`config.mk`:
```
export PLATFORM = sky130hd
export DESIGN_NAME = ad_block_packer
export DESIGN_NICKNAME = d
export VERILOG_FILES = /design/src/rtl/ascon_pkg.sv /design/src/rtl/ad_block_packer.sv
export SDC_FILE = /design/constraint.sdc
export NUM_CORES = 1
export LEC_CHECK = 0
export ABC_CLOCK_PERIOD_IN_PS = 5500
export CAP_MARGIN = 20
export CORE_MARGIN = 5
export CORE_UTILIZATION = 45
export CTS_BUF_LIST = sky130_fd_sc_hd__clkbuf_2 sky130_fd_sc_hd__clkbuf_4 sky130_fd_sc_hd__clkbuf_8
export CTS_CLUSTER_DIAMETER = 80
export CTS_CLUSTER_SIZE = 40
export DETAILED_ROUTE_END_ITERATION = 6
export PLACE_DENSITY = 0.7
export SYNTH_ARGS = -nofsm -noshare
export SYNTH_HDL_FRONTEND = slang
export SYNTH_SLANG_ARGS = --single-unit
```
`constraint.sdc`:
```
create_clock -name clk -period 5.5 [get_ports clk]
set_input_delay 0.825 -clock clk [delete_from_list [all_inputs] [get_ports clk]]
set_output_delay 0.825 -clock clk [all_outputs]
set_load 0.1 [all_outputs]
```
`src/rtl/ascon_pkg.sv`:
```
// Shared ASCON definitions: rate geometry, padding byte and the AD packer state encoding.
package ascon_pkg;

  localparam int unsigned RATE_BYTES = 8;
  localparam logic [7:0]  PAD_BYTE   = 8'h80;

  typedef logic [2:0] lane_t;

  typedef enum logic [2:0] {
    StIdle,
    StFill,
    StHold,
    StPadBlk,
    StDone
  } ad_state_e;

  // Lane 0 is the most significant byte of the rate block.
  function automatic logic [8*RATE_BYTES-1:0] lane_put(input logic [8*RATE_BYTES-1:0] d,
                                                        input lane_t lane,
                                                        input logic [7:0] b);
    logic [8*RATE_BYTES-1:0] r;
    r = d;
    r[8*(RATE_BYTES-1-32'(lane)) +: 8] = b;
    return r;
  endfunction

endpackage

```
`src/rtl/ad_block_packer.sv`:
```
// Packs host AD bytes into 64-bit rate blocks for the AD loader.
// Define AD_PAD_EN to insert the 0x80 padding byte here rather than in the consumer.
module ad_block_packer
  import ascon_pkg::*;
#(
  parameter int unsigned MAX_AD_BYTES = 15
) (
  input  logic        clk,
  input  logic        nRST,
  input  logic        start,
  input  logic        ad_empty,
  input  logic [7:0]  ad_byte,
  input  logic        ad_valid,
  input  logic        ad_last,
  output logic        ad_ready,
  input  logic        AD_read,
  output logic        block_valid,
  output logic [63:0] block_data,
  output logic [3:0]  block_len,
  output logic        block_last,
  output logic [3:0]  ad_total,
  output logic        ad_err,
  output logic        done
);

  localparam logic [3:0] MaxTotal = 4'(MAX_AD_BYTES);
  localparam lane_t      LastLane = 3'(RATE_BYTES - 1);

  ad_state_e   state_q, state_d;
  lane_t       cnt_q, cnt_d;
  logic [63:0] data_q, data_d;
  logic [3:0]  len_q, len_d;
  logic [3:0]  total_q, total_d;
  logic        last_q, last_d;
  logic        err_q, err_d;
  logic        padp_q, padp_d;
  logic [7:0]  pad_val;

`ifdef AD_PAD_EN
  assign pad_val = PAD_BYTE;
`else
  assign pad_val = 8'h00;
`endif

  always_comb begin
    state_d = state_q;
    cnt_d   = cnt_q;
    data_d  = data_q;
    len_d   = len_q;
    total_d = total_q;
    last_d  = last_q;
    err_d   = err_q;
    padp_d  = padp_q;

    if (start) begin
      cnt_d   = '0;
      data_d  = '0;
      len_d   = '0;
      total_d = '0;
      last_d  = 1'b0;
      err_d   = 1'b0;
      padp_d  = 1'b0;
      state_d = ad_empty ? StDone : StFill;
    end else begin
      unique case (state_q)
        StFill: begin
          if (ad_valid) begin
            if (err_q || (total_q == MaxTotal)) begin
              // Overflow bytes are swallowed; a partial block collected so far is still flushed.
              err_d = 1'b1;
              if (ad_last) begin
                if (cnt_q != '0) begin
                  len_d   = {1'b0, cnt_q};
                  last_d  = 1'b1;
                  data_d  = lane_put(data_q, cnt_q, pad_val);
                  state_d = StHold;
                end else begin
                  state_d = StDone;
                end
              end
            end else begin
              total_d = total_q + 4'd1;
              data_d  = lane_put(data_q, cnt_q, ad_byte);
              cnt_d   = cnt_q + 3'd1;
              if (cnt_q == LastLane) begin
                len_d   = 4'd8;
                last_d  = 1'b0;
                padp_d  = ad_last;
                state_d = StHold;
              end else if (ad_last) begin
                len_d   = {1'b0, cnt_q} + 4'd1;
                last_d  = 1'b1;
                data_d  = lane_put(lane_put(data_q, cnt_q, ad_byte), cnt_q + 3'd1, pad_val);
                state_d = StHold;
              end
            end
          end
        end
        StHold: begin
          if (AD_read) begin
            if (last_q) begin
              state_d = StDone;
            end else if (padp_q) begin
              data_d  = lane_put('0, '0, pad_val);
              len_d   = '0;
              last_d  = 1'b1;
              padp_d  = 1'b0;
              state_d = StPadBlk;
            end else begin
              cnt_d   = '0;
              data_d  = '0;
              state_d = StFill;
            end
          end
        end
        StPadBlk: begin
          if (AD_read) state_d = StDone;
        end
        default: ;
      endcase
    end
  end

  always_ff @(posedge clk or negedge nRST) begin
    if (!nRST) begin
      state_q <= StIdle;
      cnt_q   <= '0;
      data_q  <= '0;
      len_q   <= '0;
      total_q <= '0;
      last_q  <= 1'b0;
      err_q   <= 1'b0;
      padp_q  <= 1'b0;
    end else begin
      state_q <= state_d;
      cnt_q   <= cnt_d;
      data_q  <= data_d;
      len_q   <= len_d;
      total_q <= total_d;
      last_q  <= last_d;
      err_q   <= err_d;
      padp_q  <= padp_d;
    end
  end

  assign ad_ready    = (state_q == StFill);
  assign block_valid = (state_q == StHold) || (state_q == StPadBlk);
  // Gate block fields so the partially filled register never leaks onto the outputs.
  assign block_data  = block_valid ? data_q : '0;
  assign block_len   = block_valid ? len_q : '0;
  assign block_last  = block_valid ? last_q : 1'b0;
  assign ad_total    = total_q;
  assign ad_err      = err_q;
  assign done        = (state_q == StDone);

endmodule

```
Yosys cells after proc, flatten, opt, wreduce, memory -nomap -nowiden
Index checks and enable logic that the tools add are counted.

Register bits: 81. Word-level logic and storage cells: 127. Output and inout bits: 77.

Shifts and indexed selects: 5. Reductions and logical operators: 16. $add $sub $neg: 7. Equal/unequal tests: 18. Muxes and demuxes: 73.

Operators with widths (number): 2-to-1 mux 64 bit (10); bitwise mux 64 bit (3); case mux 64 bit (2 select lines) (1); variable shift 8 x 34 -> 64 bit (first input constant) (2); indexed part select 8 x 34 -> 64 bit (first input constant) (2); negation 32 -> 34 bit (2); indexed part select 8 x 34 -> 64 bit (1); 2-to-1 mux 4 bit (15); 2-to-1 mux 3 bit (17); AND reduction 6 bit (5); 2-to-1 mux 1 bit (21); != test 3 bit (second input constant) (7); case mux 3 bit (3 select lines) (1); != test 4 x 3 -> 1 bit (second input constant) (2); case mux 4 bit (2 select lines) (1); AND reduction 8 bit (1); subtractor 3 x 3 -> 4 bit (first input constant) (2); equality test 3 x 2 -> 1 bit (second input constant) (2); equality test 3 bit (second input constant) (2); case mux 3 bit (2 select lines) (1); AND reduction 3 bit (2); nonzero test 2 bit (3); nonzero test 3 bit (2); adder 3 x 1 -> 4 bit (second input constant) (1); other kinds (11) (13).

Logic depth before layout (Yosys ltp)
Depth after elaboration: 11. Depth in mapped cells: 10.

Worst setup path before layout
No wires, ideal clock.

Kind: register to output. Start: reg state_q[0]. End: out done. Path slack: 1.948 ns. Buffers on the path: 1. Arrival: 2.727 ns. Cell stages (with the launch flop): 3. Cell sequence: dfrtp_1 buf_4 nor3b_1.

Word-level cells in the longest chain between the ends: 1.

Ends and longest elaborated chain: from (decl) (RTL line ad_block_packer.sv:29) `ad_state_e state_q, state_d;`; from (signal assigned) (RTL line ad_block_packer.sv:126) `state_q <= StIdle;`; from (signal assigned) (RTL line ad_block_packer.sv:135) `state_q <= state_d;`; equality test 3 bit (RTL line ad_block_packer.sv:154) `assign done = (state_q == StDone);`; to (decl) (RTL line ad_block_packer.sv:23) `output logic done`.

No other way between the ends.

Final worst setup path
Start: reg state_q[1]. End: out block_data[54].

Word-level cells in the longest chain between the ends: 3.

Ends and longest elaborated chain: equality test 3 x 2 -> 1 bit (RTL line ad_block_packer.sv:147) `assign block_valid = (state_q == StHold) || (state_q == StPadBlk);`; logical OR 1 bit * (RTL line ad_block_packer.sv:147); 2-to-1 mux 64 bit * (RTL line ad_block_packer.sv:149) `assign block_data = block_valid ? data_q : '0;`; to (decl) (RTL line ad_block_packer.sv:18) `output logic [63:0] block_data,`.

Every way passes the cells marked *; elsewhere a longest branch is shown, timed or not.

==> out/summary.log <==
INFO  critical_path  cp.required=4.68ns
INFO  worst_hold_path holdCritPathClass=in -> async
INFO  synthesis      synth-edff-count=0
INFO  pwr            switchingPower=0.718mW
INFO  route          wl_per_cell=18.5um
INFO  cells_and_area number_of_antenna_diodes=0
INFO  cts            clockRootBuffer=clkbuf_8
INFO  pwr            power_density=309mW/mm^2
INFO  cells_and_area final-seq-area=0.00203mm^2
INFO  cells_and_area design.final.nets=517
INFO  cts            tritoncts=done
INFO  cells_and_area areaGrowthSynthToFinish=26.1%
INFO  synthesis      synth.net_count=441
INFO  synthesis      seq_area_frac_synth=0.453
INFO  cts            tritoncts.num_buffers=9
INFO  cts            cts_htree_levels=3
INFO  critical_path  reg2reg_depth=7
INFO  route          ant_nets=0
INFO  synthesis      post-synth-top-count-cell=dfrtp_1
INFO  critical_path  reg_to_reg_endpoint=data_q[59]$_DFFE_PN0P_
INFO  synthesis      syn_inst=419
INFO  route          drtPass1Iterations=5
INFO  cts            post-cts-setup-buffers=0
INFO  route          drt-initial-drc-count=302
INFO  route          vias_per_cell=5.66
INFO  global_route   grt.total_usage=0.203
INFO  cells_and_area post_layout_nonfiller_instances=633
INFO  synthesis      synth_top_cell_area_share=0.453
INFO  placed_design  gpl.final_weighted_congestion=0.917
INFO  pwr            p_seq_frac=0.394
INFO  synthesis      netlist-cell-type-count=62
INFO  timing         max-slew-margin-rel=0.335
INFO  global_route   grt_antenna_before_repair=0
INFO  pwr            cell_internal_pwr=1.03mW
INFO  route          num_vias=3584
INFO  synthesis      mapped_area=0.00447mm^2
INFO  cts            clock_transition_at_the_register_clock_pins_on_the_worst_setup_and_hold_paths_after_cts=0.09ns
INFO  synthesis      synth-warning-count=0
INFO  floorplan      start_util=0.460
INFO  critical_path  worst_setup_path_start_kind=flop
INFO  timing         worst_slew_pin_slew=0.994ns
INFO  cells_and_area multiInputGateArea=0.00227mm^2
INFO  critical_path  r2r_setup_slack=2.28ns
INFO  cts            clkLatencyLatePin=0.35ns
INFO  placed_design  portBuffers=91
INFO  synthesis      synth_async_sr_flop_share=1.00
INFO  pwr            combPwrFrac=0.338
INFO  critical_path  cp-end-kind=primary output
INFO  cts            clock_path_buffers=2
INFO  floorplan      die_h=110um
INFO  timing         setup_violations=0
INFO  critical_path  timing.critical_path.cells=nor2b_4, buf_16, and2_1, clkdlybuf4s50_1
INFO  timing         period_share=0.709
INFO  cts            post_cts_hold_buffer_count=0
INFO  critical_path  timing.setup.critical_path_class=reg -> out
INFO  synthesis      dominantRegCellSynth=dfrtp_1
INFO  timing         max_freq=0.256GHz
INFO  pwr            worst_ir_drop_vdd=0.276mV
INFO  timing         grt_setup_unrepaired=no
INFO  flow_run       drv_cap=0
INFO  critical_path  worst_ep_arrival_time=3.08ns
INFO  cells_and_area fill_cells=873
INFO  floorplan      die_width=110um
INFO  critical_path  peak_per_stage_delay_on_the_critical_path=1.14ns
INFO  critical_path  worst_path_max_delay_cell=clkdlybuf4s50_1
INFO  synthesis      syn_avg_cell_area=10.7um^2
INFO  pwr            switching_share=0.412
INFO  route          wl=11700um
INFO  timing         hold_violations=0
INFO  pwr            clockPowerShare=0.268
INFO  outcome        status=completed
INFO  cts            cts-resized-gates=0
INFO  route          post-route-drc-count=0
INFO  synthesis      ys_seq_elements=81
INFO  floorplan      io-pin-count=92
INFO  global_route   overflow=0
INFO  cells_and_area drive_above_1_share=0.104
INFO  placed_design  detailed_place_hpwl=8080um
INFO  placed_design  dp_cells=615
INFO  pwr            power.static_leakage=2.34nW
INFO  synthesis      synthDominantAreaCellType=dfrtp_1
INFO  synthesis      synth_top_cells_by_area=dfrtp_1, and2_1, o2bb2ai_1
INFO  floorplan      die_area=0.0120mm^2
INFO  critical_path  worst_r2r_startpoint=cnt_q[0]$_DFFE_PN0P_
INFO  timing         setup_tns=0ns
INFO  pwr            total_power=1.74mW
INFO  floorplan      core-area=0.00973mm^2
INFO  cts            clock_sinks=81
INFO  floorplan      placementRows=36
INFO  global_route   grt_first_pass_wirelength=19300um
INFO  global_route   maximum_number_of_pins_on_one_net_before_global_route_repair=82
INFO  timing         timing.final.max_slew_violations=0
INFO  critical_path  largest_fanout_on_the_critical_path=47
INFO  timing         finalWorstPathRequiredPeriod=3.90ns
INFO  global_route   grt_pass1_vias=3649
INFO  timing         clock-skew-final=0.00845ns
INFO  timing         whs=0.419ns
INFO  synthesis      synth_commonest_cells=dfrtp_1, and2_1, o2bb2ai_1
## per-layer routing
metal,track usage,vias up,wire (um)
li1,-,1690,-
met1,0.296,1753,5640
met2,0.314,131,5280
met3,0.0370,10,693
met4,0.0463,0,93
met5,0,-,0
## through the flow
stage,utilization,worst slack [ns],cell area [um^2]
2_1_floorplan,-,1.95,4470
3_3_place_gp,0.553,1.80,5380
3_5_place_dp,0.553,1.72,5380
4_1_cts,0.574,1.31,5590
5_1_grt,0.580,1.41,5640
6_report,0.580,1.60,5640
## worst max-delay path by stage
stage	startpoint	to	slack (ns)	cells after the start
finish	state_q[1]$_DFFE_PN0P_	block_data[54]	1.60	4
global route	state_q[1]$_DFFE_PN0P_	block_data[12]	1.41	4
CTS	state_q[1]$_DFFE_PN0P_	block_data[40]	1.31	3
detailed placement	state_q[1]$_DFFE_PN0P_	block_data[19]	1.72	3
global placement	state_q[1]$_DFFE_PN0P_	block_data[45]	1.80	3
floorplan	state_q[0]$_DFFE_PN0P_	done	1.95	2
## critical path: cells and delay by family, from the launching register on
family	cells	cell delay [ns]
buffers and inverters	2	1.38
and+or+nand+nor	2	0.75
DFF	1	0.57
## sequential cells by signal (all words and copies together), names as in the netlist
register and flops:
len_q 4, padp_q 1, cnt_q 3, state_q 3
ad_err 1, last_q 1, ad_total 4, data_q 64
## final cells by class
class / instances / share of cell area
Clock buffer: 9 / 0.0220
Clock inverter: 7 / 0.0149
Inverter: 2 / 0.00133
Multi-Input combinational cell: 308 / 0.402
Sequential cell: 81 / 0.359
Tap cell: 133 / 0.0295
Timing Repair Buffer: 93 / 0.171
## placed cells by master (no fill, tap or decap), types with 4 or more instances in the layout
cell type	netlist	layout
a32o_1	4	4
nor2b_1	7	6
clkdlybuf4s50_1	0	90
o211ai_1	5	5
clkbuf_8	0	9
nor3b_1	4	4
nand2b_1	5	5
nor3_1	8	8
a21oi_1	14	14
o21ai_2	4	4
nor2_1	15	15
dfrtp_1	81	81
nand2_1	24	24
mux2_2	4	4
o21ai_0	5	5
nand3_1	10	10
a31o_2	4	4
and2_1	71	71
a22o_1	26	26
o2bb2ai_1	35	35
o21ai_1	6	6
inv_6	0	4
ha_1	7	7
## power groups by stage
stage / registers, mW / clock network [mW] / logic [mW]
CTS: 0.686 / 0.472 / 0.567
finish: 0.687 / 0.467 / 0.590
global placement: 0.694 / 0 / 0.558
detailed placement: 0.698 / 0 / 0.564
global route: 0.695 / 0.498 / 0.636
floorplan: 0.671 / 0 / 0.479
## cells by family (layout without fill, tap and decap cells)
kind of cell,Yosys count,after routing,synth area share
DFF,81,81,0.453
AOI/OAI and AO/OA,124,124,0.229
and+or+nand+nor,168,168,0.236
xor gates and xnor gates,3,3,0.00587
buffers and inverters,30,111,0.0411
adders and majority gates,7,7,0.0196
muxes,6,6,0.0148
(Power assumes the default switching activity.)
